File: src/rtl/fifo_pkg.sv
// Shared definitions for the FIFO read-side logic: read latency,
// output-buffer state encodings and the packet beat-counter width.
package fifo_pkg;

    // Cycles from fifo_rd_en to valid fifo_rd_data.
    localparam int FIFO_RD_LATENCY = 1;

    // Width of the optional packet beat counter.
    localparam int CNT_W = 16;

    // Output buffer occupancy; the encoding doubles as the word count.
    typedef enum logic [1:0] {
        ST_EMPTY = 2'd0,
        ST_ONE   = 2'd1,
        ST_TWO   = 2'd2
    } buf_state_e;

endpackage

File: src/rtl/fifo_rdr_skid.sv
// fifo_rdr_skid: 2-entry register buffer in front of a valid/ready output.
// head_o is the oldest word; occ_o is the number of buffered words.
// A push into a full buffer is ignored unless a pop happens in the same cycle.
module fifo_rdr_skid
    import fifo_pkg::*;
#(
    parameter int WIDTH = 8
) (
    input  logic             clk,
    input  logic             rst_n,        // asynchronous, active-high
    input  logic             push_i,
    input  logic [WIDTH-1:0] push_data_i,
    input  logic             pop_i,
    output logic [WIDTH-1:0] head_o,
    output logic [1:0]       occ_o
);

    buf_state_e       state_q, state_d;
    logic [WIDTH-1:0] head_q, head_d;
    logic [WIDTH-1:0] tail_q, tail_d;
    logic             do_push;
    logic             do_pop;

    assign do_pop  = pop_i & (state_q != ST_EMPTY);
    assign do_push = push_i & ((state_q != ST_TWO) | do_pop);

    // Occupancy state register.
    // NOTE: sequential blocks use <= so every register samples pre-edge values.
    always_ff @(posedge clk or posedge rst_n) begin
        if (rst_n) state_q <= ST_EMPTY;
        else       state_q <= state_d;
    end

    // Occupancy next-state from push/pop.
    always_comb begin
        // NOTE: default first so every path assigns state_d and no latch is inferred.
        state_d = state_q;
        case (state_q)
            ST_EMPTY: if (do_push) state_d = ST_ONE;
            ST_ONE: begin
                if (do_push && !do_pop)      state_d = ST_TWO;
                else if (do_pop && !do_push) state_d = ST_EMPTY;
            end
            ST_TWO:   if (do_pop && !do_push) state_d = ST_ONE;
            default:  state_d = ST_EMPTY;
        endcase
    end

    // Slot next values: the head always holds the oldest word.
    always_comb begin
        head_d = head_q;
        tail_d = tail_q;
        case (state_q)
            ST_EMPTY: if (do_push) head_d = push_data_i;
            ST_ONE: begin
                if (do_push) begin
                    if (do_pop) head_d = push_data_i;  // new word slides in behind the departing one
                    else        tail_d = push_data_i;
                end
            end
            ST_TWO: begin
                if (do_pop) begin
                    head_d = tail_q;
                    if (do_push) tail_d = push_data_i;
                end
            end
            default: ;
        endcase
    end

    // Data slot registers.
    // NOTE: the slots are reset as well so the output word reads 0 out of reset, never X.
    always_ff @(posedge clk or posedge rst_n) begin
        if (rst_n) begin
            head_q <= '0;
            tail_q <= '0;
        end else begin
            head_q <= head_d;
            tail_q <= tail_d;
        end
    end

    assign head_o = head_q;
    assign occ_o  = state_q;

endmodule

File: src/rtl/fifo_stream_reader.sv
// fifo_stream_reader: drains the synchronous FIFO read port into a
// valid/ready stream through a 2-entry buffer, one word per cycle when the
// consumer keeps m_ready high. A pop is only issued when the buffer is
// guaranteed room for the word arriving one cycle later.
// Optional feature macro FIFO_RDR_TLAST_EN: builds a beat counter and drives
// m_last on every PKT_LEN-th beat; without it m_last is tied 0.
module fifo_stream_reader
    import fifo_pkg::*;
#(
    parameter int WIDTH   = 8,
    parameter int PKT_LEN = 16
) (
    input  logic             clk,
    input  logic             rst_n,        // asynchronous, active-high
    input  logic             fifo_empty,
    output logic             fifo_rd_en,
    input  logic [WIDTH-1:0] fifo_rd_data,
    output logic             m_valid,
    input  logic             m_ready,
    output logic [WIDTH-1:0] m_data,
    output logic             m_last,
    output logic             busy
);

    // The single inflight flag below only covers a one-cycle read port.
    if (FIFO_RD_LATENCY != 1) begin : g_bad_latency
        $error("fifo_stream_reader supports FIFO_RD_LATENCY == 1 only");
    end
    if (PKT_LEN < 1 || PKT_LEN > 65535) begin : g_bad_pkt_len
        $error("fifo_stream_reader: PKT_LEN must be in 1..65535");
    end

    logic       inflight_q, inflight_d;
    logic [1:0] occ;
    logic       fire;
    logic [2:0] level;

    assign m_valid = (occ != 2'd0);
    assign fire    = m_valid & m_ready;

    // Words that will be held after this cycle if we do not pop now.
    assign level      = 3'(occ) + 3'(inflight_q) - 3'(fire);
    assign fifo_rd_en = ~rst_n & ~fifo_empty & (level < 3'd2);
    assign inflight_d = fifo_rd_en;

    // A pop this cycle means read data to capture next cycle.
    always_ff @(posedge clk or posedge rst_n) begin
        if (rst_n) inflight_q <= 1'b0;
        else       inflight_q <= inflight_d;
    end

    fifo_rdr_skid #(
        .WIDTH (WIDTH)
    ) u_skid (
        .clk         (clk),
        .rst_n       (rst_n),
        .push_i      (inflight_q),
        .push_data_i (fifo_rd_data),
        .pop_i       (fire),
        .head_o      (m_data),
        .occ_o       (occ)
    );

    assign busy = inflight_q | m_valid;

`ifdef FIFO_RDR_TLAST_EN
    localparam logic [CNT_W-1:0] LAST_BEAT = CNT_W'(PKT_LEN - 1);

    logic [CNT_W-1:0] cnt_q, cnt_d;

    // Beat counter advances on each fire and wraps after the last beat.
    always_comb begin
        cnt_d = cnt_q;
        if (fire) cnt_d = (cnt_q == LAST_BEAT) ? '0 : cnt_q + CNT_W'(1);
    end

    // Beat counter register.
    always_ff @(posedge clk or posedge rst_n) begin
        if (rst_n) cnt_q <= '0;
        else       cnt_q <= cnt_d;
    end

    assign m_last = m_valid & (cnt_q == LAST_BEAT);
`else
    assign m_last = 1'b0;
`endif

endmodule

File: config.mk
export PLATFORM = sky130hd
export DESIGN_NAME = fifo_stream_reader
export DESIGN_NICKNAME = d
export VERILOG_FILES = /design/src/rtl/fifo_pkg.sv /design/src/rtl/fifo_rdr_skid.sv /design/src/rtl/fifo_stream_reader.sv
export SDC_FILE = /design/constraint.sdc
export NUM_CORES = 1
export LEC_CHECK = 0
export CAP_MARGIN = 20
export CORE_MARGIN = 4
export CORE_UTILIZATION = 52
export CTS_CLUSTER_SIZE = 40
export DETAILED_ROUTE_END_ITERATION = 8
export GPL_ROUTABILITY_DRIVEN = 0
export GPL_TIMING_DRIVEN = 1
export MAX_ROUTING_LAYER = met4
export PLACE_DENSITY = 0.84
export REMOVE_ABC_BUFFERS = 1
export SLEW_MARGIN = 0
export SYNTH_ARGS = -nofsm -noshare
export SYNTH_HDL_FRONTEND = slang
export SYNTH_SLANG_ARGS = --single-unit
File: constraint.sdc
create_clock -name clk -period 5.7 [get_ports clk]
set_input_delay 1.14 -clock clk [delete_from_list [all_inputs] [get_ports clk]]
set_output_delay 1.14 -clock clk [all_outputs]
set_load 0.02 [all_outputs]
Yosys cells after proc, flatten, opt, wreduce, memory -nomap -nowiden
Cells that the tools add are included.
{ "totals": {"register_bits": 19, "in_bits": 12} }
{ "classes": {"add_sub_neg": 2, "magnitude_cmp": 1, "n_eq_ne": 11, "muxes": 14, "n_bitwise": 9, "n_reduce_logical": 11} }
{ "op_table": {"columns": ["cell", "n"], "rows": [
  ["$mux W8", 7],
  ["$pmux W8 S3", 1],
  ["$pmux W8 S2", 1],
  ["$ne A2 B1 Y1 const B", 6],
  ["$reduce_and A5 Y1", 2],
  ["$mux W2", 4],
  ["$pmux W2 S3", 1],
  ["$and A1 B1 Y1", 5],
  ["$ne A2 B2 Y1 const B", 2],
  ["$reduce_bool A2 Y1", 2],
  ["$add A2 B1 Y3", 1],
  ["$lt A3 B2 Y1 const B", 1],
  ["$ne A3 B1 Y1 const B", 1],
  ["$reduce_and A3 Y1", 1],
  ["$reduce_bool A3 Y1", 1],
  ["$sub A3 B1 Y3", 1],
  ["$eq A2 B1 Y1 const B", 1],
  ["$eq A2 B2 Y1 const B", 1],
  ["$logic_and A1 B1 Y1", 2],
  ["$logic_not A1 Y1", 2],
  ["$logic_not A2 Y1", 1],
  ["$not A1 Y1", 2],
  ["$or A1 B1 Y1", 2]
]} }

Depth between registers and ports, before layout
{ "logic_depth": {"depth_word": 10, "depth_mapped": 9, "mapped_depth_nobuf": 8} }

By module
From an unflattened synthesis, not the netlist that was laid out.
{ "hier_totals": {"hier_cells": 76, "hier_area_um2": 1093.5} }
{ "by_module_without_submodules": {"columns": ["mod", "n_inst", "cells_per_inst", "area_per_inst_um2", "seq_area_each_um2"], "rows": [
  ["fifo_rdr_skid", 1, 63, 963.4, 450.4],
  ["fifo_stream_reader", 1, 13, 130.1, 25.0]
]} }

Worst setup path before layout
No wires, ideal clock.
{ "synth_path": {"path_type": "input to output", "start": "input port m_ready", "end": "output port fifo_rd_en", "arrival_ns": 3.314, "setup_slack_ns": 1.246, "path_stages": 7, "cell_sequence": "nor2b_1 > buf_2 > ha_1 > or2b_1 > fa_1 > xor2_1 > nor4b_1"} }
{ "synth_between": {"elab_chain_len": 4} }
{ "synth_lines": {"columns": ["element", "line_no", "source"], "rows": [
  ["start, declared", "fifo_stream_reader.sv:19", "input logic m_ready,"],
  ["$and A1 B1 Y1", "fifo_stream_reader.sv:39", "assign fire = m_valid & m_ready;"],
  ["$sub A3 B1 Y3", "fifo_stream_reader.sv:42", "assign level = 3'(occ) + 3'(inflight_q) - 3'(fire);"],
  ["$lt A3 B2 Y1", "fifo_stream_reader.sv:43", "assign fifo_rd_en = ~rst_n & ~fifo_empty & (level < 3'd2);"],
  ["$and A1 B1 Y1", "fifo_stream_reader.sv:43", null],
  ["end, declared", "fifo_stream_reader.sv:16", "output logic fifo_rd_en,"]
]} }
No other way between the ends.

Worst setup path in the final report
Ends and elaborated chain as after synthesis.

==> key figures <==
Power
  • Clock Power Share: 8.7%
  • Sw frac: 41.28%
  • Comb pwr share: 59.7%
  • Peak VDD IR: 0.0003547 V
  • Sequential power share: 31.6%
  • Leakage power: 0.5970 nW
  • Cell Int Power: 474.1 uW
  • PwrDens: 545.9 nW/um2
  • Sw Pwr: 333.3 uW

Worst setup path
  • Worst r2r src: u_skid.occ_o[1]$_DFFE_PP0P_
  • Setup CP Type: primary input to output port
  • Critical Path Source: m_ready
  • Startpoint types: primary input
  • Critical Path AT: 3.92 ns
  • Crit path max fanout: 5
  • CP required: 4.56 ns
  • Crit path capture type: output port

Floorplan
  • Core box area: 2255 um2
  • IO Count: 24
  • Starting Density: 55.55%
  • Die area: 3258 um2
  • # rows: 17
  • Die W: 57.08 um
  • Die H: 57.08 um

Global route
  • Remaining Overflow, GRT: 0
  • Maximum number of pins on one net before global-route repair: 20
  • Overall Global Routing Usage: 16.82%
  • Initial antenna violation count: 0
  • First-pass GRT wire length: 4250 um
  • Number of global-route vias before repair: 954

Clock tree
  • Cts hold-fix bufs: 0
  • TritonCTS clock tree: yes
  • CTS Buf Count: 3
  • Clock root buffer: clkbuf_4
  • Worst-skew pair later-pin latency: 0.30 ns
  • Clk slew on worst S/H paths: 0.10 ns
  • Post-CTS setup buffer count: 0
  • CTS Sinks: 19
  • H-tree Lvls: 1
  • CTS resizes: 0
  • Deepest clock path buffer count: 2

Routing
  • Post-route ant nets: 0
  • Vias: 931
  • Avg WL per Cell: 16.41 um
  • Wire length on met2: 1329 um
  • Met1 WL: 1140 um
  • DRC Markers: 0
  • Detailed Route WL: 2576 um
  • Top Layer Used: met4
  • Starting DRT DRC Count: 20
  • Pre-antenna DRT Iters: 4
  • Vias/cell: 5.930
  • Met3 WL: 101 um

Placed design
  • Dpl hpwl: 1790 um
  • Input/output buffers: 22

Layout
  • Share of post-route cells with drive strength above 1: 16.28%
  • Commonest non-fill, non-tap cell in the layout: clkdlybuf4s50_1
  • Fill count: 184
  • Area Overhead vs Synth: 18.08%
  • Most frequent cells in the layout: 22 x clkdlybuf4s50_1, 19 x dfrtp_1, 9 x mux2_4
  • Register area: 475.5 um2
  • Multi-input logic area: 691.9 um2
  • Ant diodes: 0
  • Util after Layout: 65.59%
  • Fin nets: 148

STA
  • Unrepaired setup endpoints after global routing: false
  • Skew final: 0.009285 ns
  • Final setup fails: 0
  • Period Utilization, post-route: 88.81%
  • Final min period: 5.062 ns
  • Worst-Margin Slew: 0.7236 ns
  • Normalized max-slew margin: 51.71%
  • TNS Setup: 0 ns
  • Peak Freq: 197.5 MHz
  • Final Hold Vio Count: 0
  • Pins over their slew limit: 0

Logic synthesis
  • Synth Area in Adders: 6.593%
  • Count of cell types in the netlist: 33
  • Mux cell area share after synthesis: 17.98%
  • Post-Synth XOR/XNOR Area: 1.399%
  • Mapped Area: 1252 um2
  • YS warnings: 0
  • Largest family of logic cells by synthesized area: compound AO/OA/AOI/OAI gates
  • Post-synthesis simple-gate area fraction: 9.091%
  • Synth Instances: 112
  • Syn Area/Cell: 11.18 um2
  • Ys async rst share: 100.0%
  • Post-synth EDFFs: 0
  • Flops & latches, synth: 19
  • Synth Flop Type: dfrtp_1
  • Synth Area in Compound Gates: 19.88%
  • Seq/Total Area, Yosys: 37.96%

Worst hold path
  • Worst Hold Class: flip-flop to flip-flop
  • HP Start: u_skid.head_o[4]$_DFFE_PP0P_

Flow run
  • Max Cap Violations: 0

Outcome
  • Outcome: finished, final reports clean
worst max-delay path, cell delays in order:
cell             delay, ns
clkdlybuf4s50_1       0.55
nor2b_1               0.20
ha_1                  0.25
or2b_1                0.24
fa_1                  0.38
xor2_1                0.15
nor4b_1               0.35
clkdlybuf4s50_1       0.68
cells in the mapped netlist (all sizes together), types with 2 or more instances:
library cell / count / area (um2)
o211ai: 8 / 60.06
o2111ai: 8 / 70.07
xor2: 2 / 17.52
ha: 5 / 62.56
inv: 6 / 22.52
nand2b: 3 / 18.77
dfrtp: 19 / 475.5
buf: 8 / 53.80
o21ai: 2 / 10.01
a2bb2oi: 8 / 70.07
nor2b: 2 / 12.51
clkbuf: 2 / 8.750
nand2: 8 / 30.03
mux2: 17 / 225.2
sequential cells by signal (all words and copies together) (netlist names):
signal and count:
u_skid.tail_q 8, inflight_q 1, u_skid.occ_o 2, u_skid.head_o 8
stage by stage:
step	total power [mW]	hold WS [ns]	area, um2	cells	worst slack (ns)
finish	0.8074	0.5209	1479	157	0.6377
global route	0.8648	0.5454	1479	157	0.4276
CTS	0.8120	0.5265	1479	157	0.6117
detailed placement	0.7392	0.4966	1453	153	0.6176
global placement	0.7189	0.4939	1453	153	0.7341
floorplan	0.5785	0.5093	1190	102	1.053
final cells by class:
type                    instances  share of cell area [%]
repair buffers                 23                   15.40
flip-flops and latches         19                   32.15
inverters                       6                   1.523
well taps                      28                   2.369
multi-input cells              77                   46.79
clock buffers                   4                   1.777
worst paths after layout:
check / to / slack, ns / cells after the start
worst max-delay path: fifo_rd_en / 0.64 / 8
worst min-delay path: u_skid.head_o[4]$_DFFE_PP0P_ / 0.52 / 1
worst max register to register: inflight_q$_DFF_PP0_ / 3.16 / 8
worst min register to register: u_skid.head_o[4]$_DFFE_PP0P_ / 0.52 / 1
max in group asynchronous: u_skid.tail_q[5]$_DFFE_PP0P_ / 3.95 / 2
min in group asynchronous: inflight_q$_DFF_PP0_ / 1.28 / 2
power groups by stage:
stage	Sequential, mW	Clock, mW	Combinational [mW]
2_1_floorplan	0.282	0	0.296
3_3_place_gp	0.252	0	0.467
3_5_place_dp	0.257	0	0.482
4_1_cts	0.255	0.0732	0.484
5_1_grt	0.265	0.0794	0.521
6_report	0.255	0.0702	0.482
routing by layer:
layer  track usage [%]  up-vias
met5                 -        -
met4             3.974        0
met3             4.525        2
met2             28.06       20
met1             20.25      455
li1                  -      454
cell families (layout without fill, tap and decap cells):
logic type / after synthesis / count (layout)
mux: 17 / 17
other cells: 1 / 1
buf+inv: 16 / 33
simple gates: 20 / 20
compound gates: 31 / 31
fa+ha+maj: 6 / 6
flops: 19 / 19
xor+xnor: 2 / 2
Note: power is estimated with default switching activity, not from simulation.
